### src/rtl/l2_flush_walker.sv
// L2 flush sequencer: walks every (set, way), writes back dirty lines,
// optionally invalidates valid ones, then drains outstanding MSHRs.
module l2_flush_walker #(
  parameter int SET_BITS     = 8,
  parameter int WAY_BITS     = 3,
  parameter int N_MSHR       = 4,
  parameter int MSHR_BITS_P1 = 3
) (
  input  logic                    clk,
  input  logic                    rst,
  input  logic                    flush_req_valid,
  output logic                    flush_req_ready,
  input  logic                    flush_wb_only,
  output logic                    flush_done,
  input  logic                    ongoing_flush,
  input  logic [SET_BITS:0]       flush_set,
  input  logic [WAY_BITS:0]       flush_way,
  input  logic [MSHR_BITS_P1-1:0] mshr_cnt,
  output logic                    set_ongoing_flush,
  output logic                    clr_ongoing_flush,
  output logic                    clr_flush_set,
  output logic                    incr_flush_set,
  output logic                    clr_flush_way,
  output logic                    incr_flush_way,
  output logic                    add_mshr_entry,
  output logic                    rd_en,
  input  logic                    rd_gnt,
  output logic [SET_BITS-1:0]     rd_set,
  output logic [WAY_BITS-1:0]     rd_way,
  input  logic                    line_valid,
  input  logic                    line_dirty,
  output logic                    wb_valid,
  input  logic                    wb_ready,
  output logic [SET_BITS-1:0]     wb_set,
  output logic [WAY_BITS-1:0]     wb_way,
  output logic                    inv_en,
  output logic [SET_BITS-1:0]     inv_set,
  output logic [WAY_BITS-1:0]     inv_way
);

  typedef enum logic [2:0] {
    IDLE, READ, CHECK, WB, NEXT, DRAIN
  } state_t;

  state_t state_q, state_d;
  logic   wb_only_q, wb_only_d;

  logic way_last;
  logic set_last;
  logic mshr_avail;
  logic mshr_full;
  logic wb_hs;
  logic unused_bits;

  assign way_last   = &flush_way[WAY_BITS-1:0];
  assign set_last   = &flush_set[SET_BITS-1:0];
  assign mshr_avail = mshr_cnt != '0;
  assign mshr_full  = mshr_cnt == MSHR_BITS_P1'(N_MSHR);
  assign wb_hs      = (state_q == WB) && mshr_avail && wb_ready;

  assign rd_set  = flush_set[SET_BITS-1:0];
  assign rd_way  = flush_way[WAY_BITS-1:0];
  assign wb_set  = flush_set[SET_BITS-1:0];
  assign wb_way  = flush_way[WAY_BITS-1:0];
  assign inv_set = flush_set[SET_BITS-1:0];
  assign inv_way = flush_way[WAY_BITS-1:0];

  // Counter overflow bits and the ongoing flag are owned by l2_regs.
  assign unused_bits = ^{flush_set[SET_BITS],
                         flush_way[WAY_BITS],
                         ongoing_flush};

  always_ff @(posedge clk or negedge rst) begin
    if (!rst) begin
      state_q   <= IDLE;
      wb_only_q <= 1'b0;
    end else begin
      state_q   <= state_d;
      wb_only_q <= wb_only_d;
    end
  end

  always_comb begin
    state_d   = state_q;
    wb_only_d = wb_only_q;
    unique case (state_q)
      IDLE: begin
        if (flush_req_valid) begin
          state_d   = READ;
          wb_only_d = flush_wb_only;
        end
      end
      READ: begin
        if (rd_gnt) state_d = CHECK;
      end
      CHECK: begin
        state_d = line_dirty ? WB : NEXT;
      end
      WB: begin
        if (wb_hs) state_d = NEXT;
      end
      NEXT: begin
        state_d = (way_last && set_last) ? DRAIN : READ;
      end
      DRAIN: begin
        if (mshr_full) state_d = IDLE;
      end
      default: state_d = IDLE;
    endcase
  end

  always_comb begin
    flush_req_ready   = 1'b0;
    flush_done        = 1'b0;
    set_ongoing_flush = 1'b0;
    clr_ongoing_flush = 1'b0;
    clr_flush_set     = 1'b0;
    incr_flush_set    = 1'b0;
    clr_flush_way     = 1'b0;
    incr_flush_way    = 1'b0;
    add_mshr_entry    = 1'b0;
    rd_en             = 1'b0;
    wb_valid          = 1'b0;
    inv_en            = 1'b0;
    unique case (state_q)
      IDLE: begin
        flush_req_ready = 1'b1;
        if (flush_req_valid) begin
          set_ongoing_flush = 1'b1;
          clr_flush_set     = 1'b1;
          clr_flush_way     = 1'b1;
        end
      end
      READ: begin
        rd_en = 1'b1;
      end
      CHECK: begin
        inv_en = !line_dirty && line_valid && !wb_only_q;
      end
      WB: begin
        wb_valid = mshr_avail;
        if (wb_hs) begin
          add_mshr_entry = 1'b1;
          inv_en         = !wb_only_q;
        end
      end
      NEXT: begin
        if (way_last) begin
          clr_flush_way  = 1'b1;
          incr_flush_set = 1'b1;
        end else begin
          incr_flush_way = 1'b1;
        end
      end
      DRAIN: begin
        if (mshr_full) begin
          clr_ongoing_flush = 1'b1;
          flush_done        = 1'b1;
          clr_flush_set     = 1'b1;
          clr_flush_way     = 1'b1;
        end
      end
      default: ;
    endcase
  end

endmodule

### config.mk
export PLATFORM = sky130hd
export DESIGN_NAME = l2_flush_walker
export DESIGN_NICKNAME = d
export VERILOG_FILES = /design/src/rtl/l2_flush_walker.sv
export SDC_FILE = /design/constraint.sdc
export NUM_CORES = 1
export LEC_CHECK = 0
export ABC_AREA = 1
export CAP_MARGIN = 25
export CORE_MARGIN = 2
export CORE_UTILIZATION = 28
export CTS_BUF_LIST = sky130_fd_sc_hd__clkbuf_8 sky130_fd_sc_hd__clkbuf_16
export DETAILED_ROUTE_END_ITERATION = 6
export GPL_TIMING_DRIVEN = 0
export HOLD_SLACK_MARGIN = 0.08
export PLACE_DENSITY = 0.8
export SLEW_MARGIN = 20
export SYNTH_ARGS = -nofsm -noshare
export SYNTH_HDL_FRONTEND = slang
export SYNTH_SLANG_ARGS = --single-unit
### constraint.sdc
create_clock -name clk -period 1.55 [get_ports clk]
set_input_delay 0.2325 -clock clk [delete_from_list [all_inputs] [get_ports clk]]
set_output_delay 0.2325 -clock clk [all_outputs]
set_load 0.05 [all_outputs]
# Yosys cells after proc, flatten, opt, wreduce, memory -nomap -nowiden
# Cells that the tools add are included.
# word_totals
mem_bits_rw	0
latchBits	0
mem_count	0
input_bits	25
word_cells	49
output_inout_bits	45
rom_bits	0
reg_bits	4
# classes
n_mul	0
n_shift	0
eq_ne	10
n_div	0
order_cmp	0
addsub	0
n_reduce_logical	13
mux	24
bitwise	0
# op_table
cell	count
3-bit two-way mux	6
3-bit one-hot mux with 6 select lines	1
1-bit two-way mux	14
3-bit == test (second input constant)	3
2-bit inequality test (second input constant)	4
8-bit AND reduction	1
3-bit by 2-bit == test with 1-bit output (second input constant)	2
1-bit logical AND	5
1-bit one-hot mux with 2 select lines	2
4-bit AND reduction	1
3-bit by 1-bit == test with 1-bit output (second input constant)	1
3-bit zero test	1
1-bit one-hot mux with 3 select lines	1
3-bit AND reduction	1
3-bit nonzero test	1
1-bit zero test	2
2-bit AND reduction	1

# Logic depth before layout (Yosys ltp)
# Gate-level depths: netlist of run 1.
# depth
depth_word	5
ltp_mapped	8
mapped_depth_nobuf	8

# Worst setup path before layout of run 1
# OpenSTA, ideal clock, no wires.
# synth_timing
path_kind	flip-flop to output port
start	reg state_q[0]
end	out clr_flush_way
path_slack_ns	-0.655
n_path_buf	0
path_stages_with_launch	7
arrival_time_ns	1.973
cell_sequence	dfrtp_1 nor2_1 inv_1 nor2_2 nand2_2 o21ai_2 or2_1
# synth_via
elab_chain_len	2
word_cells_on_any_way	4
# synth_rtl
item	line_no	source
start: declaration	45	state_t state_q, state_d;
start signal: assignment	78	state_q <= state_d;
3-bit == test / 3-bit zero test (equally long branches)	125	unique case (state_q)
1-bit one-hot mux with 3 select lines *	125	
end: declaration	23	output logic clr_flush_way,
# Every way passes the cells marked *; elsewhere a longest branch is shown, timed or not.

# Worst setup path in the final report of run 1
# layout_timing
start	reg state_q[0]
end	out inv_en
# layout_via
elab_chain_len	5
word_cells_on_any_way	6
# layout_rtl
item	line_no	source
3-bit by 2-bit == test with 1-bit output	59, 125	
1-bit logical AND (2 in series)	59	assign wb_hs = (state_q == WB) && mshr_avail && wb_ready;
1-bit two-way mux	142	if (wb_hs) begin
1-bit one-hot mux with 2 select lines *	125	
end: declaration	36	output logic inv_en,
# Marked as above.

==> metrics, run 1 <==
P_leak=0.835 nW; final instance area=0.00168 mm²; final max-slew violation count=0; #FFs+latches synth=4; RSZ-0062 raised after global routing=yes; worst reg2reg path depth=9; CP arrival=1.42 ns; CP endpoint kind=output pin; final setup vio count=4; Setup Skew=0.000591 ns; worst-skew pair later-pin latency=0.21 ns; Least-Margin Pin Slew=0.293 ns; # rows=17; CP required=1.32 ns; Routed WL=2.74 mm; vias in the first global route=809; Mean Syn Cell Area=6.39 µm²; first-pass GRT wire length=3.78 mm; vias per cell=4.28; drt initial violations=19; GRT overflow=0; area of the multi-input gates=348 µm²; die height=52.3 µm; Syn Std Cell Area=652 µm²; register area share after synthesis=0.154; overall power=2.11 mW; violated checks=negative setup slack; Hold Path Class=input port to async pin; cts bufs inserted=3; first drt pass iteration count=4; Critical R2R Launch=state_q[1]; post-synthesis cell count=102; post-synthesis mux area share=0; max-capacitance violation count=0; Synth Warn #=0; post-synth net total=127; Synth Area in Simple Gates=0.324; crit path max fanout=7; minimum clock period=1.65 ns; Layout Utilization=0.758; Area Growth Syn to Fin=157%; Worst-path clk slew=0.03 ns; GPL Wtd Cong=0.780; FMAX=0.605 GHz; Post-Synth XOR/XNOR Area=0; final period utilization=1.07; main combinational cell family by area after synthesis=buffers and inverters; capturing point of the worst reg2reg path=wb_only_q; Post-Place Setup Slack=-0.775 ns; peak supply drop=1.03 mV; nets=214; status=finished with violations; DP HPWL=1.99 mm; core footprint=0.00221 mm²; tightest hold margin=0.213 ns; layout cell share with drive strength beyond 1=0.658; Distinct cells, synth=19; H-tree depth=1; Die W=52.3 µm; CTS max path bufs=2; Final Hold Vio Count=0; FILL cells=161; largest net degree at the start of global routing=8; CP startpoint kind=flip-flop; CTS tree=yes; die area=0.00273 mm²; DRC errors left=0; initial antenna violation count=0; Slew headroom=0.806; Total Routing Usage GR=0.189; register area=104 µm²; Final ANT Viol Nets=0; placed inst area=0.00139 mm²; PwrDens=1260 mW/mm²; ANT cells=0; I/O pin count=70; DR vias=921; Synth Area in Compound Gates=0.0729; cell at the root of the clock tree=clkbuf_8; post-synthesis adder-cell area fraction=0; fin worst setup slack=-0.104 ns; R2R setup slack=0.11 ns; Setup CP Type=flip-flop to output pin; Initial Util=0.295; port buffer count=66; routed len/inst=12.8 µm; # clock sinks=4
==> registers in the layout, summed over array words and instances, names as in the netlist <==
name and cells:
state_q 3, wb_only_q 1
==> per-layer routing <==
metal	up-vias	share of wire	GRT usage
li1	456	-	-
met4	0	0.041	0.0855
met2	40	0.55	0.395
met1	413	0.34	0.173
met3	12	0.065	0.0286
met5	-	0	0
==> layout make-up <==
cell class | instances | share of cell area
sequential | 4 | 0.0619
tap | 28 | 0.0209
buffer | 34 | 0.152
timing repair buffer | 82 | 0.509
inverter | 10 | 0.0239
clock buffer | 3 | 0.0246
multi-input combinational | 54 | 0.207
==> cells by family (layout without fill, tap and decap cells) <==
group                  Yosys count  after routing
DFF                              4              4
buffers and inverters           44            129
AOI/OAI and AO/OA                8              8
and+or+nand+nor                 46             46
==> critical path, cell delays in order (launching register included) <==
cell and delay [ns]:
dfrtp_2 0.45, buf_4 0.17, nor3_4 0.16, nand3_2 0.11
a21oi_4 0.14, buf_6 0.17
==> worst max path at each step <==
stage                           start             to  slack (ns)  cells after the start
after floorplan            state_q[0]  clr_flush_way       -0.21                      6
after global placement    mshr_cnt[1]  clr_flush_way       -0.75                      6
after detailed placement  mshr_cnt[1]  clr_flush_way       -0.78                      6
after CTS                  state_q[0]  clr_flush_way       -0.11                      7
after global routing       state_q[0]         inv_en       -0.17                      5
final                      state_q[0]         inv_en       -0.10                      5
==> per-stage QoR <==
stage | instances | TNS, ns
6_report | 215 | -0.384
5_1_grt | 215 | -0.713
4_1_cts | 205 | -0.186
3_5_place_dp | 196 | -19.00
3_3_place_gp | 196 | -18.09
2_1_floorplan | 102 | -0.551
==> Yosys cell counts (all sizes together) <==
cell type,count,share of area
a21boi,1,0.012
a21oi,4,0.031
nor2,12,0.084
nand2,22,0.13
a31oi,1,0.0096
nor3,1,0.0077
dfrtp,4,0.15
buf,34,0.39
or2,1,0.0096
nand3,7,0.061
nand4,2,0.019
o21ai,2,0.021
nand3b,1,0.012
inv,10,0.058
==> report_power, final <==
group	switching, mW	internal [mW]
sequential	0.0935	0.157
combinational	0.935	0.706
clock	0.0496	0.165
total	1.08	1.03
==> cell usage in the layout, fill, tap and decap left out, drive strengths merged, types with 2 or more instances in the layout <==
cell type / synthesis / final
dfrtp: 4 / 4
dlygate4sd2: 0 / 2
clkbuf: 0 / 4
buf: 34 / 61
clkdlybuf4s18: 0 / 2
nand3: 7 / 7
nand2: 22 / 22
a21oi: 4 / 4
dlymetal6s2s: 0 / 3
nand4: 2 / 2
o21ai: 2 / 2
clkdlybuf4s50: 0 / 16
nor2: 12 / 12
inv: 10 / 10
clkdlybuf4s15: 0 / 31
==> repair_timing <==
item,in CTS,in global routing
hold buffers,0,0
endpoints found under the hold margin,0,0
setup buffers,6,10
pin swaps,7,7
endpoints found under the setup margin,45,16
resized for setup,190,24
Power figures use the tool's default switching activity.
==> run 2, diff against run 1 <==
- TNS_END_PERCENT: default -> 5
==> run 2 against run 1 <==
Compared with the run above: the run still ends with negative setup slack left; clock skew grew 0.0034 ns; critical path depth increased by 2; utilization down 13 points; non-clock buffer count shrank 14; maximum frequency rose by 0.54%; die area unchanged; sequential cell count stayed put; final area fell by 18%; final cell count decreased by 6.5%; clock power hardly changed; critical path type unchanged; largest cell class unchanged.
==> metrics, run 2 (same netlist as run 1, synthesis figures left out) <==
status=finished with violations; violated checks=negative setup slack; die height=52.3 µm (unchanged); ANT cells=0 (unchanged); critical path cell sequence=nor2_4 > inv_2 > nor2_4 > nand2_4 > o21ai_4 > or2_4 > buf_8; CP most frequent cell=nor2_4; Final Hold Vio Count=0 (unchanged); most common cell after layout, fill and taps aside=buf_4; Total Routing Usage GR=0.167 (-0.0217); CP arrival=1.41 ns (about the same); first drt pass iteration count=4 (unchanged); Final ANT Viol Nets=0 (unchanged); CP endpoint kind=output pin; port buffer count=66 (unchanged); Routed WL=2.29 mm (-16%); worst reg2reg path depth=7 (-2); Layout Utilization=0.626 (-0.133); Critical R2R Launch=state_q[0]; Post-Layout Cell Count=201 (-6.5%); CTS tree=yes; Least-Margin Pin Slew=0.260 ns (-0.0326 ns); R2R setup slack=0.28 ns (+0.17 ns); H-tree depth=1 (unchanged); DR vias=853 (-7.4%); FMAX=0.608 GHz (+0.54%); delay-heaviest family, CP=flip-flops; final period utilization=1.06 (-0.00577); DRC errors left=0 (unchanged); I/O pin count=70 (unchanged); Most flops, register=state_q; vias in the first global route=758 (-6.3%); Worst-path clk slew=0.03 ns (about the same); RSZ-0062 raised after global routing=yes; Setup Skew=0.00399 ns (+0.00340 ns); routed len/inst=11.4 µm (-11%); max-capacitance violation count=0 (unchanged); DP HPWL=1.90 mm (-4.2%); P_leak=0.734 nW (-12%); cell at the root of the clock tree=clkbuf_8; CP max-delay cell=dfrtp_2; first-pass GRT wire length=3.45 mm (-8.8%); Worst Path Buf+Inv=2 (unchanged); Initial Util=0.295 (unchanged); largest registers=state_q (3), wb_only_q (1); PwrDens=1260 mW/mm² (+0.50%); capturing point of the worst reg2reg path=state_q[0]; worst-skew pair later-pin latency=0.21 ns (about the same); layout cell share with drive strength beyond 1=0.590 (-0.0682); most frequent cells in the layout=72 x buf_4, 21 x clkdlybuf4s50_1, 20 x nand2_1; core footprint=0.00221 mm² (unchanged); final max-slew violation count=0 (unchanged); GRT overflow=0 (unchanged); largest net degree at the start of global routing=8 (unchanged); peak supply drop=0.730 mV (-29%); CP startpoint kind=flip-flop; Largest register FFs=3 (unchanged); Slew headroom=0.828 (+0.0220); vias per cell=4.24 (-0.93%); Area Growth Syn to Fin=112%; nets=200 (-6.5%); GPL Wtd Cong=0.772 (-1.1%); Largest stage delay, worst path=0.47 ns (+0.02 ns); minimum clock period=1.64 ns (-0.00894 ns); CP required=1.32 ns (about the same); fin worst setup slack=-0.0946 ns (+0.00894 ns); initial antenna violation count=0 (unchanged); Hold Path Class=input port to async pin; Cells after DPL=196 (unchanged); crit path max fanout=7 (unchanged); final setup vio count=5 (+1); # rows=17 (unchanged); CTS max path bufs=2 (unchanged); FILL cells=197 (+22%); die area=0.00273 mm² (unchanged); Die W=52.3 µm (unchanged); cts bufs inserted=3 (unchanged); drt initial violations=7 (-12); Setup CP Type=flip-flop to output pin; # clock sinks=4 (unchanged)
-- run 2: cell types whose count changed in the layout (fill, tap and decap cells not counted), sizes merged --
cell / before / now
clkdlybuf4s15: 31 / 0
buf: 61 / 79
clkbuf: 4 / 5
clkdlybuf4s50: 16 / 21
dlygate4sd2: 2 / 0
dlymetal6s2s: 3 / 0
clkdlybuf4s18: 2 / 0
-- run 2: routing by layer --
metal | global-route usage | up-vias | wire length [µm]
met5 | 0 | - | 0
met4 | 0.0513 | 0 | 7
met3 | 0.0486 | 2 | 290
met2 | 0.306 | 46 | 1100
met1 | 0.185 | 368 | 895
li1 | - | 437 | -
-- run 2: timing repair --
action / 4_1_cts / 5_1_grt
buffers inserted: 1 / 1
pin swaps: 1 / 5
endpoints found under the hold margin: 0 / 0
gates resized for setup: 156 / 17
hold buffers: 0 / 0
endpoints found under the setup margin: 45 / 12
-- run 2: final cells by class --
class                   count  area [µm²]  share of cell area
inverters                  10        37.5              0.0271
plain buffers              34         255               0.184
multi-input cells          54         322               0.232
flip-flops and latches      4         103              0.0741
well taps                  28        35.0              0.0253
repair buffers             68         591               0.427
clock buffers               3        41.3              0.0298
-- run 2: through the flow --
step	setup TNS (ns)	hold slack (ns)	power, mW	worst slack [ns]	area [µm²]
2_1_floorplan	-0.822	-0.0631	1.07	-0.210	678
3_3_place_gp	-17.94	0.444	1.43	-0.777	1370
3_5_place_dp	-18.69	0.444	1.45	-0.807	1370
4_1_cts	-0.395	0.218	1.69	-0.0930	1350
5_1_grt	-0.780	0.227	1.86	-0.153	1380
6_report	-0.238	0.216	1.75	-0.0946	1380
-- run 2: how the worst max path moves through the flow --
stage / end / slack, ns / from / depth (start not counted)
floorplan: clr_flush_way / -0.21 / state_q[0] / 6
global placement: clr_flush_way / -0.78 / mshr_cnt[1] / 6
detailed placement: clr_flush_way / -0.81 / mshr_cnt[1] / 6
CTS: clr_flush_way / -0.09 / state_q[0] / 7
global route: clr_flush_way / -0.15 / state_q[0] / 7
finish: clr_flush_way / -0.09 / state_q[0] / 7
-- run 2: power by group --
part / internal (mW) / leakage [nW] / total [mW] / switching, mW
logic: 0.470 / 0.665 / 1.29 / 0.818
registers: 0.155 / 0.0481 / 0.244 / 0.0895
clock network: 0.165 / 0.0216 / 0.214 / 0.0486
total: 0.790 / 0.734 / 1.75 / 0.956
-- run 2: worst reg2reg max path, stage by stage (launching register included) --
cell     delay (ns)
dfrtp_2        0.47
buf_4          0.17
nand3_2        0.11
a21oi_1        0.06
nor2_1         0.15
nand2_1        0.08
nand2_1        0.07
nand2_1        0.05
